==> src/rtl/seg_pkg.sv <==
// Shared constants for the Basys 3 seven-segment driver: cathode and anode
// patterns, conversion FSM encoding, and small decode helpers.
package seg_pkg;

    localparam logic [6:0] SEG_0     = 7'b1000000;
    localparam logic [6:0] SEG_1     = 7'b1111001;
    localparam logic [6:0] SEG_2     = 7'b0100100;
    localparam logic [6:0] SEG_3     = 7'b0110000;
    localparam logic [6:0] SEG_4     = 7'b0011001;
    localparam logic [6:0] SEG_5     = 7'b0010010;
    localparam logic [6:0] SEG_6     = 7'b0000010;
    localparam logic [6:0] SEG_7     = 7'b1111000;
    localparam logic [6:0] SEG_8     = 7'b0000000;
    localparam logic [6:0] SEG_9     = 7'b0010000;
    localparam logic [6:0] SEG_BLANK = 7'b1111111;

    localparam logic [3:0] AN_OFF  = 4'b1111;
    localparam logic [3:0] AN_DIG0 = 4'b1110;
    localparam logic [3:0] AN_DIG1 = 4'b1101;
    localparam logic [3:0] AN_DIG2 = 4'b1011;
    localparam logic [3:0] AN_DIG3 = 4'b0111;

    typedef enum logic [1:0] {
        IDLE  = 2'd0,
        SHIFT = 2'd1,
        LATCH = 2'd2
    } conv_state_t;

    // Codes 10..15 never come out of the converter; show them as blank.
    function automatic logic [6:0] seg_decode(input logic [3:0] digit);
        case (digit)
            4'd0:    seg_decode = SEG_0;
            4'd1:    seg_decode = SEG_1;
            4'd2:    seg_decode = SEG_2;
            4'd3:    seg_decode = SEG_3;
            4'd4:    seg_decode = SEG_4;
            4'd5:    seg_decode = SEG_5;
            4'd6:    seg_decode = SEG_6;
            4'd7:    seg_decode = SEG_7;
            4'd8:    seg_decode = SEG_8;
            4'd9:    seg_decode = SEG_9;
            default: seg_decode = SEG_BLANK;
        endcase
    endfunction

    function automatic logic [3:0] an_select(input logic [1:0] idx);
        case (idx)
            2'd0:    an_select = AN_DIG0;
            2'd1:    an_select = AN_DIG1;
            2'd2:    an_select = AN_DIG2;
            default: an_select = AN_DIG3;
        endcase
    endfunction

endpackage

==> src/rtl/bin2bcd_seq.sv <==
// Sequential double-dabble: 10-bit binary to 4-digit BCD, one shift per cycle,
// 12-cycle period when start is held high.
module bin2bcd_seq (
    input  logic        clk_65M,
    input  logic        reset,
    input  logic        start,
    input  logic [9:0]  bin,
    output logic [15:0] bcd,
    output logic        done
);
    import seg_pkg::*;

    // Handshake: start is sampled only in IDLE (bin captured on that edge);
    // done is a one-cycle pulse on the same edge bcd updates. No backpressure.
    conv_state_t state, state_next;
    logic [9:0]  bin_sr;
    logic [15:0] scratch, scratch_adj;
    logic [3:0]  iter;

    always_ff @(posedge clk_65M or negedge reset) begin
        if (!reset) state <= IDLE;
        else        state <= state_next;
    end

    always_comb begin
        state_next = state;
        case (state)
            IDLE:    if (start) state_next = SHIFT;
            SHIFT:   if (iter == 4'd9) state_next = LATCH;
            LATCH:   state_next = IDLE;
            default: state_next = IDLE;
        endcase
    end

    always_comb begin
        scratch_adj = scratch;
        for (int k = 0; k < 4; k++) begin
            if (scratch[k*4 +: 4] >= 4'd5) scratch_adj[k*4 +: 4] = scratch[k*4 +: 4] + 4'd3;
        end
    end

    always_ff @(posedge clk_65M or negedge reset) begin
        if (!reset) begin
            bin_sr  <= '0;
            scratch <= '0;
            iter    <= '0;
            bcd     <= '0;
            done    <= 1'b0;
        end else begin
            done <= (state == LATCH);
            case (state)
                IDLE: begin
                    if (start) begin
                        bin_sr  <= bin;
                        scratch <= '0;
                        iter    <= '0;
                    end
                end
                SHIFT: begin
                    {scratch, bin_sr} <= {scratch_adj[14:0], bin_sr, 1'b0};
                    iter              <= iter + 4'd1;
                end
                LATCH:   bcd <= scratch;
                default: ;
            endcase
        end
    end

endmodule

==> src/rtl/seg_display_driver.sv <==
// Drives the 4-digit common-anode display from a 10-bit count: BCD conversion,
// digit multiplexing, leading-zero blanking, global blank and low-time flash.
module seg_display_driver #(
    parameter int         REFRESH_CYCLES = 65000,
    parameter int         FLASH_CYCLES   = 16250000,
    parameter logic [9:0] WARN_LEVEL     = 10'd10,
    parameter bit         LZ_BLANK       = 1'b1
) (
    input  logic        clk_65M,
    input  logic        reset,
    input  logic [9:0]  value,
    input  logic        blank,
    input  logic        flash_en,
    output logic [3:0]  an,
    output logic [6:0]  seg,
    output logic        dp,
    output logic [15:0] bcd_out,
    output logic        conv_done
);
    import seg_pkg::*;

    localparam int RW = (REFRESH_CYCLES > 1) ? $clog2(REFRESH_CYCLES) : 1;
    localparam int FW = (FLASH_CYCLES > 1) ? $clog2(FLASH_CYCLES) : 1;

    logic [RW-1:0] refresh_cnt;
    logic [1:0]    digit_idx;
    logic [FW-1:0] flash_cnt;
    logic          flash_phase;
    logic [3:0]    nibble;
    logic          lz_hide, flash_off;
    logic [3:0]    an_next;
    logic [6:0]    seg_next;

    bin2bcd_seq u_bin2bcd (
        .clk_65M (clk_65M),
        .reset   (reset),
        .start   (1'b1),
        .bin     (value),
        .bcd     (bcd_out),
        .done    (conv_done)
    );

    always_ff @(posedge clk_65M or negedge reset) begin
        if (!reset) begin
            refresh_cnt <= '0;
            digit_idx   <= '0;
            flash_cnt   <= '0;
            flash_phase <= 1'b0;
        end else begin
            if (refresh_cnt == RW'(REFRESH_CYCLES - 1)) begin
                refresh_cnt <= '0;
                digit_idx   <= digit_idx + 2'd1;
            end else begin
                refresh_cnt <= refresh_cnt + 1'b1;
            end
            if (flash_cnt == FW'(FLASH_CYCLES - 1)) begin
                flash_cnt   <= '0;
                flash_phase <= ~flash_phase;
            end else begin
                flash_cnt <= flash_cnt + 1'b1;
            end
        end
    end

    // A digit is a leading zero when it and every digit above it is zero;
    // the ones digit is never hidden so 0 still shows.
    always_comb begin
        nibble = bcd_out[{digit_idx, 2'b00} +: 4];
        case (digit_idx)
            2'd1:    lz_hide = (bcd_out[15:4] == 12'd0);
            2'd2:    lz_hide = (bcd_out[15:8] == 8'd0);
            2'd3:    lz_hide = (bcd_out[15:12] == 4'd0);
            default: lz_hide = 1'b0;
        endcase
        flash_off = flash_en && (value <= WARN_LEVEL) && flash_phase;
        an_next   = AN_OFF;
        seg_next  = SEG_BLANK;
        if (!blank && !flash_off && !(LZ_BLANK && lz_hide)) begin
            an_next  = an_select(digit_idx);
            seg_next = seg_decode(nibble);
        end
    end

    always_ff @(posedge clk_65M or negedge reset) begin
        if (!reset) begin
            an  <= AN_OFF;
            seg <= SEG_BLANK;
        end else begin
            an  <= an_next;
            seg <= seg_next;
        end
    end

    assign dp = 1'b1;

endmodule

==> config.mk <==
export PLATFORM = sky130hd
export DESIGN_NAME = seg_display_driver
export DESIGN_NICKNAME = d
export VERILOG_FILES = /design/src/rtl/seg_pkg.sv /design/src/rtl/bin2bcd_seq.sv /design/src/rtl/seg_display_driver.sv
export SDC_FILE = /design/constraint.sdc
export NUM_CORES = 1
export LEC_CHECK = 0
export ABC_AREA = 1
export CORE_ASPECT_RATIO = 1.1
export CORE_MARGIN = 5
export CORE_UTILIZATION = 55
export CTS_BUF_LIST = sky130_fd_sc_hd__clkbuf_16
export CTS_CLUSTER_SIZE = 16
export DETAILED_ROUTE_END_ITERATION = 8
export GPL_ROUTABILITY_DRIVEN = 0
export PLACE_DENSITY = 0.76
export SLEW_MARGIN = 15
export SYNTH_ARGS = -nofsm -noshare
export SYNTH_HDL_FRONTEND = slang
export SYNTH_SLANG_ARGS = --single-unit
export TNS_END_PERCENT = 5
==> constraint.sdc <==
create_clock -name clk_65M -period 2.5 [get_ports clk_65M]
set_input_delay 0.5 -clock clk_65M [delete_from_list [all_inputs] [get_ports clk_65M]]
set_output_delay 0.5 -clock clk_65M [all_outputs]
set_load 0.05 [all_outputs]
==> metrics.md <==
| Metric | Value |
|---|---|
| Worst Path Arrival | 1.66 ns |
| Status | finished, final reports clean |
| Cell with the most instances after synthesis | nand2_1 |
| Clock Skews | 0.00728 ns |
| Sequential cell area fraction in the yosys report | 0.461 |
| Fraction of layout cells with a size suffix above 1 | 0.0782 |
| Final slew viol count | 0 |
| Commonest register cell after synthesis | dfrtp_1 |
| Synthesized cell area | 5620 µm² |
| Syn Inst Count | 728 |
| Worst vdd rail ir drop | 0.539 mV |
| CTS Buffer Depth | 2 |
| Hold WS | 0.0718 ns |
| Die ar. | 12300 µm² |
| RSZ-0062 raised after global routing | no |
| Yosys top cell area share | 0.409 |
| Drt first pass iters | 5 |
| Yosys synthesis warning count | 0 |
| Xor/xnor cell area share of the yosys netlist | 0.0249 |
| #FFs+latches synth | 103 |
| CTS buffer count | 9 |
| Clock slew at the register clock pins of the worst setup and hold paths | 0.07 ns |
| Placement Setup Slack | 0.580 ns |
| Remaining DRCs | 0 |
| Via count | 4766 |
| CTS resizes | 0 |
| I/O pin cnt | 43 |
| Worst reg2reg path startpoint | digit_idx[0] |
| Synth Area in Compound Gates | 0.0794 |
| Area Overhead vs Synth | 15.3% |
| Avg Cell Area, Syn | 7.72 µm² |
| Crit start category | flop |
| Reg2reg path depth | 12 |
| Tcrit/Tclk final | 0.865 |
| CP max stage cell | clkdlybuf4s50_1 |
| HP Class | primary input to asynchronous set/reset pin |
| Final WS setup | 0.338 ns |
| Leakage | 3.13 nW |
| Synthesized Nets | 767 |
| Highest Clock Rate | 462 MHz |
| Final Hold Vio Count | 0 |
| Die height | 116 µm |
| First-pass GRT wire length | 20700 µm |
| Pwr Density | 712 nW/µm² |
| # Post-CTS Setup Buffers | 0 |
| Initial antenna violation count | 0 |
| Cts hold-fix bufs | 0 |
| Critical Path End Type | output port |
| Input/output buffers | 41 |
| Slew @ Worst Pin | 0.612 ns |
| CP bufs+invs | 1 |
| CTS Sinks | 103 |
| Pin count of the biggest net entering global routing | 68 |
| Starting DRT DRC Count | 306 |
| Sum Neg Setup Slack | 0 ns |
| Post-synth top cells | nand2_1, inv_1, dfrtp_1 |
| DRT Wirelength | 12000 µm |
| CTS tree | built |
| Final worst path period need | 2.16 ns |
| Global route total overflow | 0 |
| Synth unique cells | 36 |
| Post-synth top area cell | dfrtp_1 |
| Kind of critical path | flop to output port |
| Layout net count | 814 |
| Total chip power | 4.61 mW |
| Max-cap violations | 0 |
| Wire length per cell | 13.4 µm |
| # setup viols final | 0 |
| Post-synthesis simple-gate area fraction | 0.296 |
| Vias in the first global route | 4672 |
| Fraction of registers with async set/reset | 1.00 |
| ANT nets after route | 0 |
| Worst path depth | 1 |
| Hpwl dp | 8860 µm |
| Row count | 38 |
| Synth area leaders | dfrtp_1, nand2_1, inv_1 |
| Worst slew margin | 0.591 |
| Largest family of logic cells by synthesized area | simple AND/OR/NAND/NOR gates |
| GRT Total Usage | 0.209 |
| Critical-path maximum fanout | 1 |
| Critical path's largest stage delay | 0.79 ns |
| Die width | 106 µm |
| CTS root buf | clkbuf_16 |
| H-tree Lvls | 3 |
| Critical Path RT | 2.00 ns |
| Number of synthesized flops with an enable pin | 0 |
| Worst Setup SP | seg[5] |
| ANT cells | 0 |
| Routed vias/inst | 5.30 |
| Adder-cell share of the synthesized area | 0.0556 |
| Critical-path cell list | clkdlybuf4s50_1 |
| Initial Utilization | 0.566 |
| Worst-Skew Late Latency | 0.35 ns |
| Crit-path leading delay family | buffers and inverters |
| Finished Core Util | 0.652 |
| Mux share of post-synthesis cell area | 0 |
| Core box area | 9940 µm² |
registers in the layout, indices dropped and copies added, names as in the netlist:
name and count:
an 4, digit_idx 2, flash_cnt 24, flash_phase 1
refresh_cnt 16, seg 7, u_bin2bcd.bcd 16, u_bin2bcd.bin_sr 10
u_bin2bcd.done 1, u_bin2bcd.iter 4, u_bin2bcd.scratch 16, u_bin2bcd.state 2
cell usage in the layout, fill, tap and decap left out:
| master | synthesis | final |
|---|---|---|
| a21oi_1 | 12 | 12 |
| a22oi_1 | 1 | 1 |
| a31o_2 | 1 | 1 |
| a31oi_1 | 3 | 3 |
| buf_12 | 0 | 1 |
| buf_4 | 1 | 5 |
| clkbuf_16 | 0 | 9 |
| clkdlybuf4s50_1 | 0 | 40 |
| clkinv_8 | 0 | 2 |
| conb_1 | 1 | 1 |
| dfrtp_1 | 92 | 92 |
| dfstp_2 | 11 | 11 |
| ha_1 | 25 | 25 |
| inv_1 | 102 | 102 |
| inv_2 | 4 | 4 |
| inv_6 | 1 | 4 |
| inv_8 | 0 | 2 |
| nand2_1 | 197 | 197 |
| nand2_2 | 6 | 6 |
| nand2_4 | 1 | 1 |
| nand3_1 | 49 | 49 |
| nand3_2 | 3 | 3 |
| nand4_1 | 8 | 8 |
| nor2_1 | 89 | 89 |
| nor2_2 | 3 | 3 |
| nor2_4 | 6 | 6 |
| nor3_1 | 15 | 15 |
| nor3_2 | 2 | 2 |
| nor3_4 | 1 | 1 |
| nor3b_1 | 2 | 2 |
| nor4_1 | 1 | 1 |
| o211ai_1 | 4 | 4 |
| o21ai_0 | 52 | 52 |
| o21ai_1 | 2 | 2 |
| o21bai_1 | 1 | 1 |
| o22ai_1 | 7 | 7 |
| xnor2_1 | 4 | 4 |
| xor2_1 | 12 | 12 |
worst paths after layout:
kind	to	slack [ns]
max	seg[5]	0.34
min	flash_cnt[21]	0.07
max reg2reg	seg[6]	0.59
min reg2reg	flash_cnt[0]	0.46
max in group asynchronous	an[0]	1.74
min in group clk_65M	flash_cnt[0]	0.46
logic make-up (layout without fill, tap and decap cells):
kind of cell	after synthesis	after routing
and+or+nand+nor	383	383
buffers and inverters	117	169
DFF	103	103
AOI/OAI and AO/OA	83	83
adders and majority gates	25	25
xor gates and xnor gates	16	16
other	1	1
per-layer routing:
layer,GRT usage,up-vias,share of wire,routed length [µm]
li1,-,2396,-,-
met1,0.272,2227,0.45,5430
met2,0.350,128,0.48,5810
met3,0.0407,15,0.048,578
met4,0.0751,0,0.018,215
met5,0,-,0,0
per-stage QoR:
step,area (µm²),std cells
floorplan,5620,728
global placement,6180,884
detailed placement,6180,884
CTS,6480,900
global route,6480,900
finish,6480,900
layout make-up:
type,count,area [µm²]
clock buffers,9,225
clock inverters,7,81.3
fillers,815,3450
inverters,107,407
multi-input cells,508,2570
flip-flops and latches,103,2590
well taps,120,150
repair buffers,46,458
power by group:
| group | internal [mW] | total, mW | switching [mW] |
|---|---|---|---|
| Combinational | 0.403 | 1.24 | 0.836 |
| Sequential | 1.83 | 1.96 | 0.125 |
| Clock | 0.718 | 1.42 | 0.700 |
Power figures use the tool's default switching activity.
